==> src/rtl/time_pkg.sv <==
// ============================================================================
// Module      : time_pkg
// Description : BCD types, limits and helpers shared by the time keeper.
// Revision    : 1.0 - initial release
// ============================================================================
`default_nettype none

package time_pkg;

    typedef logic [7:0] bcd2_t;

    localparam bcd2_t SEC_MAX = 8'h59;
    localparam bcd2_t MIN_MAX = 8'h59;

    function automatic logic bcd2_valid(input bcd2_t v);
        return (v[7:4] <= 4'd9) && (v[3:0] <= 4'd9);
    endfunction

    // Valid BCD orders the same as its binary encoding.
    function automatic logic bcd2_le(input bcd2_t a, input bcd2_t b);
        return a <= b;
    endfunction

    function automatic bcd2_t bcd2_inc(input bcd2_t v, input bcd2_t max_val);
        if (v == max_val) begin
            return 8'h00;
        end else if (v[3:0] == 4'd9) begin
            return {v[7:4] + 4'd1, 4'h0};
        end else begin
            return {v[7:4], v[3:0] + 4'd1};
        end
    endfunction

endpackage

`default_nettype wire

==> src/rtl/bcd_mod_counter.sv <==
// ============================================================================
// Module      : bcd_mod_counter
// Description : Two-digit BCD counter wrapping at max_val, with clear/load.
// Revision    : 1.0 - initial release
// ============================================================================
`default_nettype none

module bcd_mod_counter
    import time_pkg::*;
(
    input  logic  clk,
    input  logic  reset,
    input  logic  inc,
    input  logic  clr,
    input  logic  ld,
    input  bcd2_t ld_val,
    input  bcd2_t max_val,
    output bcd2_t val,
    output logic  carry
);

    bcd2_t val_q;
    bcd2_t val_d;

    always_comb begin
        val_d = val_q;
        if (clr) begin
            val_d = 8'h00;
        end else if (ld) begin
            val_d = ld_val;
        end else if (inc) begin
            val_d = bcd2_inc(val_q, max_val);
        end
    end

    always_ff @(posedge clk or posedge reset) begin
        if (reset) begin
            val_q <= 8'h00;
        end else begin
            val_q <= val_d;
        end
    end

    assign val   = val_q;
    assign carry = inc & (val_q == max_val);

endmodule

`default_nettype wire

==> src/rtl/time_keeper.sv <==
// ============================================================================
// Module      : time_keeper
// Description : 24h BCD time of day driven by the 1 Hz seconds toggle.
// Revision    : 1.0 - initial release
// ============================================================================
`default_nettype none

module time_keeper
    import time_pkg::*;
#(
    parameter int MAX_HOUR = 23
) (
    input  logic       clk,
    input  logic       reset,
    input  logic       seconds,
    input  logic       run,
    input  logic       clear,
    input  logic       load,
    input  logic [7:0] load_hh,
    input  logic [7:0] load_mm,
    input  logic [7:0] load_ss,
    input  logic       alarm_en,
    input  logic [7:0] alarm_hh,
    input  logic [7:0] alarm_mm,
    output logic [7:0] hh,
    output logic [7:0] mm,
    output logic [7:0] ss,
    output logic       tick,
    output logic       day_wrap,
    output logic       alarm,
    output logic       load_err
);

    localparam bcd2_t HOUR_MAX = bcd2_t'(((MAX_HOUR / 10) * 16) + (MAX_HOUR % 10));

    logic  sec_q;
    logic  tick_q;
    logic  day_wrap_q;
    logic  alarm_q;
    logic  load_err_q;

    logic  w_edge;
    logic  w_load_ok;
    logic  w_ld;
    logic  w_count;
    logic  w_alarm_hit;
    logic  w_ss_carry;
    logic  w_mm_carry;
    logic  w_hh_carry;
    bcd2_t w_hh;
    bcd2_t w_mm;
    bcd2_t w_ss;
    bcd2_t w_mm_next;
    bcd2_t w_hh_next;

    assign w_edge = seconds ^ sec_q;

    assign w_load_ok = bcd2_valid(load_hh) && bcd2_valid(load_mm) && bcd2_valid(load_ss)
                    && bcd2_le(load_hh, HOUR_MAX)
                    && bcd2_le(load_mm, MIN_MAX)
                    && bcd2_le(load_ss, SEC_MAX);

    // Any clear or load request, even a rejected one, swallows this cycle's second.
    assign w_ld    = load & ~clear & w_load_ok;
    assign w_count = w_edge & run & ~clear & ~load;

    bcd_mod_counter u_ss (
        .clk     (clk),
        .reset   (reset),
        .inc     (w_count),
        .clr     (clear),
        .ld      (w_ld),
        .ld_val  (load_ss),
        .max_val (SEC_MAX),
        .val     (w_ss),
        .carry   (w_ss_carry)
    );

    bcd_mod_counter u_mm (
        .clk     (clk),
        .reset   (reset),
        .inc     (w_ss_carry),
        .clr     (clear),
        .ld      (w_ld),
        .ld_val  (load_mm),
        .max_val (MIN_MAX),
        .val     (w_mm),
        .carry   (w_mm_carry)
    );

    bcd_mod_counter u_hh (
        .clk     (clk),
        .reset   (reset),
        .inc     (w_mm_carry),
        .clr     (clear),
        .ld      (w_ld),
        .ld_val  (load_hh),
        .max_val (HOUR_MAX),
        .val     (w_hh),
        .carry   (w_hh_carry)
    );

    // A second landing on xx:yy:00 always carries out of ss. The new time is
    // always valid BCD, so an invalid alarm setting can never compare equal.
    assign w_mm_next   = bcd2_inc(w_mm, MIN_MAX);
    assign w_hh_next   = w_mm_carry ? bcd2_inc(w_hh, HOUR_MAX) : w_hh;
    assign w_alarm_hit = alarm_en & w_ss_carry
                       & (w_mm_next == alarm_mm) & (w_hh_next == alarm_hh);

    always_ff @(posedge clk or posedge reset) begin
        if (reset) begin
            sec_q      <= 1'b0;
            tick_q     <= 1'b0;
            day_wrap_q <= 1'b0;
            alarm_q    <= 1'b0;
            load_err_q <= 1'b0;
        end else begin
            sec_q      <= seconds;
            tick_q     <= w_count;
            day_wrap_q <= w_hh_carry;
            alarm_q    <= w_alarm_hit;
            load_err_q <= load & ~clear & ~w_load_ok;
        end
    end

    assign hh       = w_hh;
    assign mm       = w_mm;
    assign ss       = w_ss;
    assign tick     = tick_q;
    assign day_wrap = day_wrap_q;
    assign alarm    = alarm_q;
    assign load_err = load_err_q;

endmodule

`default_nettype wire

==> config.mk <==
export PLATFORM = sky130hd
export DESIGN_NAME = time_keeper
export DESIGN_NICKNAME = d
export VERILOG_FILES = /design/src/rtl/time_pkg.sv /design/src/rtl/bcd_mod_counter.sv /design/src/rtl/time_keeper.sv
export SDC_FILE = /design/constraint.sdc
export NUM_CORES = 1
export LEC_CHECK = 0
export CAP_MARGIN = 20
export CORE_UTILIZATION = 35
export DETAILED_ROUTE_END_ITERATION = 10
export PLACE_DENSITY_LB_ADDON = 0.25
export REMOVE_ABC_BUFFERS = 1
export SETUP_SLACK_MARGIN = 0.02
export SYNTH_ARGS = -nofsm -noshare
export SYNTH_HDL_FRONTEND = slang
export SYNTH_SLANG_ARGS = --single-unit
==> constraint.sdc <==
create_clock -name clk -period 3 [get_ports clk]
set_input_delay 0.45 -clock clk [delete_from_list [all_inputs] [get_ports clk]]
set_output_delay 0.45 -clock clk [all_outputs]
set_load 0.005 [all_outputs]
==> impl_results.md <==
* Clock power frac at 0.376
* Clock-pin slew of the registers on the worst-case setup and hold paths at about 0.080 ns
* TritonRoute pass-1 iters at 4
* Clock Sinks at 29
* Arrival @ worst endpoint at around 2.9 ns
* Drt drc at 0
* Post-Syn Area per Cell at about 8.5 sq um
* Count leader, synth: nor2_1
* Post-Route Setup TNS at 0 ns
* Area growth syn-to-layout at 40.5%
* HP Class: input pin to async pin
* Post-CTS Hold Buffers at 0
* DP Area at around 3100 sq um
* MaxCap Viol Count at 0
* Max clock buf depth at 2
* Rel. slew slack at 0.612
* GR Layer Usage met2 at 0.343
* Routed via count at 2364
* Die area at between 6000 and 7000 sq um
* Vias in the first global route at between 2000 and 2500
* Fin crit period at between 2 and 3 ns
* CP max stage delay at ~0.44 ns
* WL final at around 6700 um
* Sequential-to-total area share from yosys stat at 0.319
* Wire length per cell at between 15 and 20 um
* Setup Fix Bufs, Post-CTS at 0
* Crit end category: flop
* Main synth FF type: dfrtp_1
* GRT met3 Usage at 0.0451
* Worst-path fanout max at 12
* Gr usage total at 0.209
* Sw Share at 0.257
* Max VDD drop at around 140 uV
* Highest Clock Rate at approximately 380 MHz
* Async SR Flop Fraction at 1.00
* I/O Buffers at 74
* Netlist cell types at 53
* N_diodes at 0
* Synth area leader: dfrtp_1
* Cells after synthesis at between 200 and 300
* FF+latch count, synth at 29
* Final Hold Viols at 0
* Combinational share of power at 0.155
* Tcrit/Tclk final at 0.883
* Aggregate global routing overflow at 0
* Initial Util at 0.373
* Clock latency on the worst-skew pair at roughly 0.29 ns
* RSZ-0062 raised after global routing: no
* Critical Path Slowest Stage Cell: and3b_1
* Flop pwr share at 0.468
* Busiest grt layer: met2
* Crit-path leading delay family: simple AND/OR/NAND/NOR gates
* Worst Skew at between 0.01 and 0.015 ns
* Post-synth EDFFs at 0
* Crit-path cells: inv_1 -> ha_1 -> and3b_1 -> nand2_1 -> or3_1 -> o31a_1 -> o21ai_0 -> xnor2_1 -> and4b_1
* Post_cts resized at 0
* Die Ht at 82.6 um
* Initial antenna violation count at 0
* CTS root buf: clkbuf_8
* Final Wtd Congestion at approximately 0.85
* Setup CP Type: flop to flop
* Startpoint class of the critical path: flop
* Core ar. at ~6100 sq um
* P_leak at about 1.3 nW
* First-pass GRT wire length at about 11000 um
* Mapped cell area at between 2000 and 2500 sq um
* WP data required at roughly 3.2 ns
* GR Util met1 at 0.274
* Switching power at 0.220 mW
* Post-synth top area share at 0.319
* Vias per cell at 5.66
* Worst-Margin Slew at approximately 0.58 ns
* Pwr Density at ~270 nW/um^2
* Internal at 0.635 mW
* Pin count of the biggest net entering global routing at 30
* Core Rows at 28
* Boundary Pins at 75
* Num CTS Buffers at 5
* Final slew viol count at 0
* Fraction of layout cells with a size suffix above 1 at 0.0700
* Final net count at around 400
* CTS tree: yes
* Synth cell count leaders: nor2_1, dfrtp_1, nor3_1
* ANT nets after route at 0
* Dpl cells at 410
* Post-DP HPWL at 5070 um
* Fin cells at about 420
* Setup-failing EPs final at 0
* Die Wd at between 80 and 90 um
* Leading post-synthesis cells by cell area: dfrtp_1, ha_1, nor2_1, nor3_1, a211oi_1
* Buf/Inv on CP at 1
* Final instance area at ~3200 sq um
* Initial DRC count at roughly 210
* Yosys warnings at 0
* Status: complete, no violations
* H-tree levels at 2
[cells in the final DEF, fill, tap and decap left out, drive strengths merged, types with 2 or more instances in the layout]
cell type | synthesis | final
ha | 12 | 12
nand3b | 5 | 5
a22oi | 4 | 4
and3 | 4 | 4
a211oi | 12 | 12
nor4 | 4 | 4
xnor2 | 8 | 8
nor2 | 34 | 34
buf | 4 | 7
clkbuf | 8 | 6
a31oi | 2 | 2
o31ai | 3 | 3
o21ai | 15 | 15
or3 | 3 | 3
nor3 | 19 | 19
nand2 | 14 | 14
or4 | 2 | 2
a22o | 3 | 3
inv | 10 | 10
dfrtp | 29 | 29
clkinv | 0 | 2
nand2b | 2 | 2
a311oi | 3 | 3
clkdlybuf4s50 | 0 | 74
a21oi | 12 | 12
nand3 | 10 | 10
nor2b | 2 | 2
and3b | 6 | 6
nor3b | 2 | 2
nand4 | 4 | 4
and2 | 2 | 2
mux2i | 6 | 6
xor2 | 8 | 8
[metal layers]
metal	wire length [um]	part of all wire
met1	2940	0.44
met2	3140	0.47
met3	530	0.079
met4	59	0.0088
met5	0	0
[worst paths after layout]
path	start	to	slack, ns	cells after the start
worst min-delay path	reset	u_mm.val[1]$_DFFE_PP0P_	0.53	3
max in group asynchronous	reset	alarm$_DFF_PP0_	2.16	3
worst max register to register	u_mm.val[1]$_DFFE_PP0P_	alarm$_DFF_PP0_	0.35	9
worst min register to register	u_ss.val[7]$_DFFE_PP0P_	u_ss.val[7]$_DFFE_PP0P_	0.55	1
min in group clk	u_ss.val[7]$_DFFE_PP0P_	u_ss.val[7]$_DFFE_PP0P_	0.55	1
worst max-delay path	u_mm.val[1]$_DFFE_PP0P_	alarm$_DFF_PP0_	0.35	9
[worst min-delay path: stages]
cell and delay, ns:
clkdlybuf4s50_1 0.39, inv_1 0.05, buf_4 0.36
[power groups by stage]
stage	logic (mW)	registers, mW	clock network (mW)
CTS	0.134	0.401	0.330
global route	0.144	0.401	0.349
floorplan	0.0389	0.407	0
global placement	0.134	0.408	0
detailed placement	0.133	0.408	0
finish	0.133	0.401	0.322
[state kept, by name, indices dropped and copies added (netlist names)]
signal    count
load_err      1
day_wrap      1
sec_q         1
u_mm.val      8
alarm         1
u_hh.val      8
tick          1
u_ss.val      8
[layout make-up]
class                   count  area [sq um]
clock buffers               6          72.6
clock inverters             2          10.0
fillers                   594          2900
inverters                  10          37.5
multi-input cells         215          1460
flip-flops and latches     29           726
well taps                  75          93.8
repair buffers             81           793
[kinds of logic after synthesis]
group           after synthesis  synth area share
mux                           6            0.0264
buf+inv                      22            0.0413
simple gates                117             0.289
fa+ha+maj                    12            0.0660
flops                        29             0.319
xor+xnor                     16            0.0649
compound gates               64             0.193
[per-stage QoR]
step | util | setup slack, ns | hold slack (ns) | total power, mW
5_1_grt | 0.524 | 0.141 | 0.581 | 0.893
6_report | 0.524 | 0.352 | 0.534 | 0.856
2_1_floorplan | - | 0.665 | 0.481 | 0.446
4_1_cts | 0.524 | 0.352 | 0.548 | 0.865
3_5_place_dp | 0.510 | 0.212 | 0.525 | 0.541
3_3_place_gp | 0.510 | 0.235 | 0.537 | 0.542
Note: power is estimated with default switching activity, not from simulation.
==> RTL edit, RTL diff (same flow settings) <==
Reset style: synchronous (`reset`), changed in 2 clocked blocks.
--- a/src/rtl/bcd_mod_counter.sv
+++ b/src/rtl/bcd_mod_counter.sv
@@ -33,7 +33,7 @@
         end
     end
 
-    always_ff @(posedge clk or posedge reset) begin
+    always_ff @(posedge clk) begin
         if (reset) begin
             val_q <= 8'h00;
         end else begin
--- a/src/rtl/time_keeper.sv
+++ b/src/rtl/time_keeper.sv
@@ -107,7 +107,7 @@
     assign w_alarm_hit = alarm_en & w_ss_carry
                        & (w_mm_next == alarm_mm) & (w_hh_next == alarm_hh);
 
-    always_ff @(posedge clk or posedge reset) begin
+    always_ff @(posedge clk) begin
         if (reset) begin
             sec_q      <= 1'b0;
             tick_q     <= 1'b0;
Behaviour: differs if reset is asserted again (counterexample within 4 cycles, from zero or initial values and one cycle with reset high); with reset held inactive, the same outputs for 10 cycles.
==> RTL edit against the original RTL <==
Total power is 2.6% higher. Non-clock buffer count stayed put. Design area is 1.9% lower. Sequential share of layout area is 4.2 points lower. Wire length is 1.5% higher. Via count is 0.21% lower. Synthesized area is 2.4% lower. Worst setup slack worse by 60 ps. Sequential cell count stayed put. Highest routed layer unchanged.
==> RTL edit: results (changes against the original RTL) <==
Finish:
- The fraction of standard cell area in multi-input logic is 48.8% (was 45.7%).
- The clock-cell share of area is 3.23% (was 2.59%).
- The non-clock buffer share of cell area is 25.3% (was 24.8%).
- The layout overhead on the synthesized area is 41.1% (was 40.5%).
- The total of clock buffers placed in the layout is 7 (was 6).
- The fraction of layout cells with a size suffix above 1 is 8.99% (was 7.00%).
- The multi-input logic cell count is 229 (was 215).
- The storage element area was 581 sq um (was 726 sq um).
- The number of ordinary inverters in the final layout was 9 (was 10).
- The number of nets in the layout came to 414 (was 401).

Drt:
- The wire length reported by the detailed router is 6780 microns (was 6680 microns).
- The wire length on met2 is 3160 microns (was 3140 microns).
- The detailed-route wire length on metal 1 is 3130 microns (was 2940 microns).
- The routed length per instance came to 15.7 microns (was 16.0 microns).
- The amount of wire on met3 after detailed routing is 395 microns (was 530 microns).

Logic synthesis:
- Synth top area cells: sky130_fd_sc_hd__dfxtp_1 26%, sky130_fd_sc_hd__ha_1 6.8%, sky130_fd_sc_hd__nor2_1 4.6% (was sky130_fd_sc_hd__dfrtp_1 32%, sky130_fd_sc_hd__ha_1 6.6%, sky130_fd_sc_hd__nor2_1 5.6%).
- Commonest cells in the synthesized netlist: 29 x sky130_fd_sc_hd__dfxtp_1, 27 x sky130_fd_sc_hd__nor2_1, 23 x sky130_fd_sc_hd__nand2_1 (was 34 x sky130_fd_sc_hd__nor2_1, 29 x sky130_fd_sc_hd__dfrtp_1, 18 x sky130_fd_sc_hd__nor3_1).
- The count of mapped cells out of synthesis came to 279 (was 266).
- The multiplexer share of the synthesized area came to 0.902% (was 2.64%).
- The most repeated cell in the gate-level netlist after synthesis is sky130_fd_sc_hd__dfxtp_1 (was sky130_fd_sc_hd__nor2_1).
- The share of flip-flops with an asynchronous set or reset after synthesis was 0% (was 100%).
- The fraction of the mapped netlist area in compound gates is 21.5% (was 19.3%).
- The adder and majority gate portion of the synthesized area is 6.76% (was 6.60%).
- The xor and xnor area share after synthesis is 5.86% (was 6.49%).

GRT:
- The wire length of the first global-routing pass is 11100 microns (was 10700 microns).
- The number of global-route vias before repair was 2301 (was 2279).
- The met1 usage is 28.1% (was 27.4%).
- The met3 usage is 4.56% (was 4.51%).

Pwr:
- The maximum vdd ir drop is 0.000175 V (was 0.000138 V).
- The leakage power figure is 0.00105 uW (was 0.00128 uW).

Setup path:
- The critical path's slowest cell is sky130_fd_sc_hd__or4_4 (was sky130_fd_sc_hd__and3b_1).
- The largest stage delay on the critical path was 580 ps (was 440 ps).
- The maximum fanout along the worst path is 7 (was 12).

Placed design:
- The placer's final routability congestion estimate is 0.894 (was 0.853).
- The post-placement worst setup slack was 158 ps (was 212 ps).
- The placed instance count came to 423 (was 410).
- The instance area after placement is 3030 sq um (was 3110 sq um).

STA:
- The clock tree skew after final layout is 4.58 ps (was 14.3 ps).
- The worst slew margin relative to its limit is 60.1% (was 61.2%).

Worst hold path:
- The class of the tightest hold or removal check is reg2reg (was in2async).

Run status:
- Outcome: completed (unchanged).
## RTL edit: changes by cell type in the layout (fill, tap and decap cells not counted), sizes merged, moves of 3 or more
cell	before	now
dfrtp	29	0
dfxtp	0	29
nand2	14	23
a21oi	12	20
nor2	34	27
nor3	19	13
mux2i	6	2
o21ai	15	19
a22o	3	0
and2	2	5
and3	4	1
nor2b	2	5
xor2	8	5
## RTL edit: final timing paths
| kind | cells after the start | startpoint | to | slack, ps |
|---|---|---|---|---|
| max | 8 | u_mm.val[4] | alarm | 290 |
| min | 2 | u_mm.val[1] | u_mm.val[1] | 520 |
| max reg2reg | 8 | u_mm.val[4] | alarm | 290 |
| min reg2reg | 2 | u_mm.val[1] | u_mm.val[1] | 520 |
## RTL edit: where the power goes
group / internal [uW] / switching [uW]
Combinational: 72.6 / 43.6
Clock: 207 / 166
Sequential: 387 / 1.29
## RTL edit: per-stage QoR
stage	hold WS [ps]	util (%)
floorplan	494	-
global placement	513	50.3
detailed placement	510	50.3
CTS	521	52.0
global route	558	52.0
finish	518	52.0
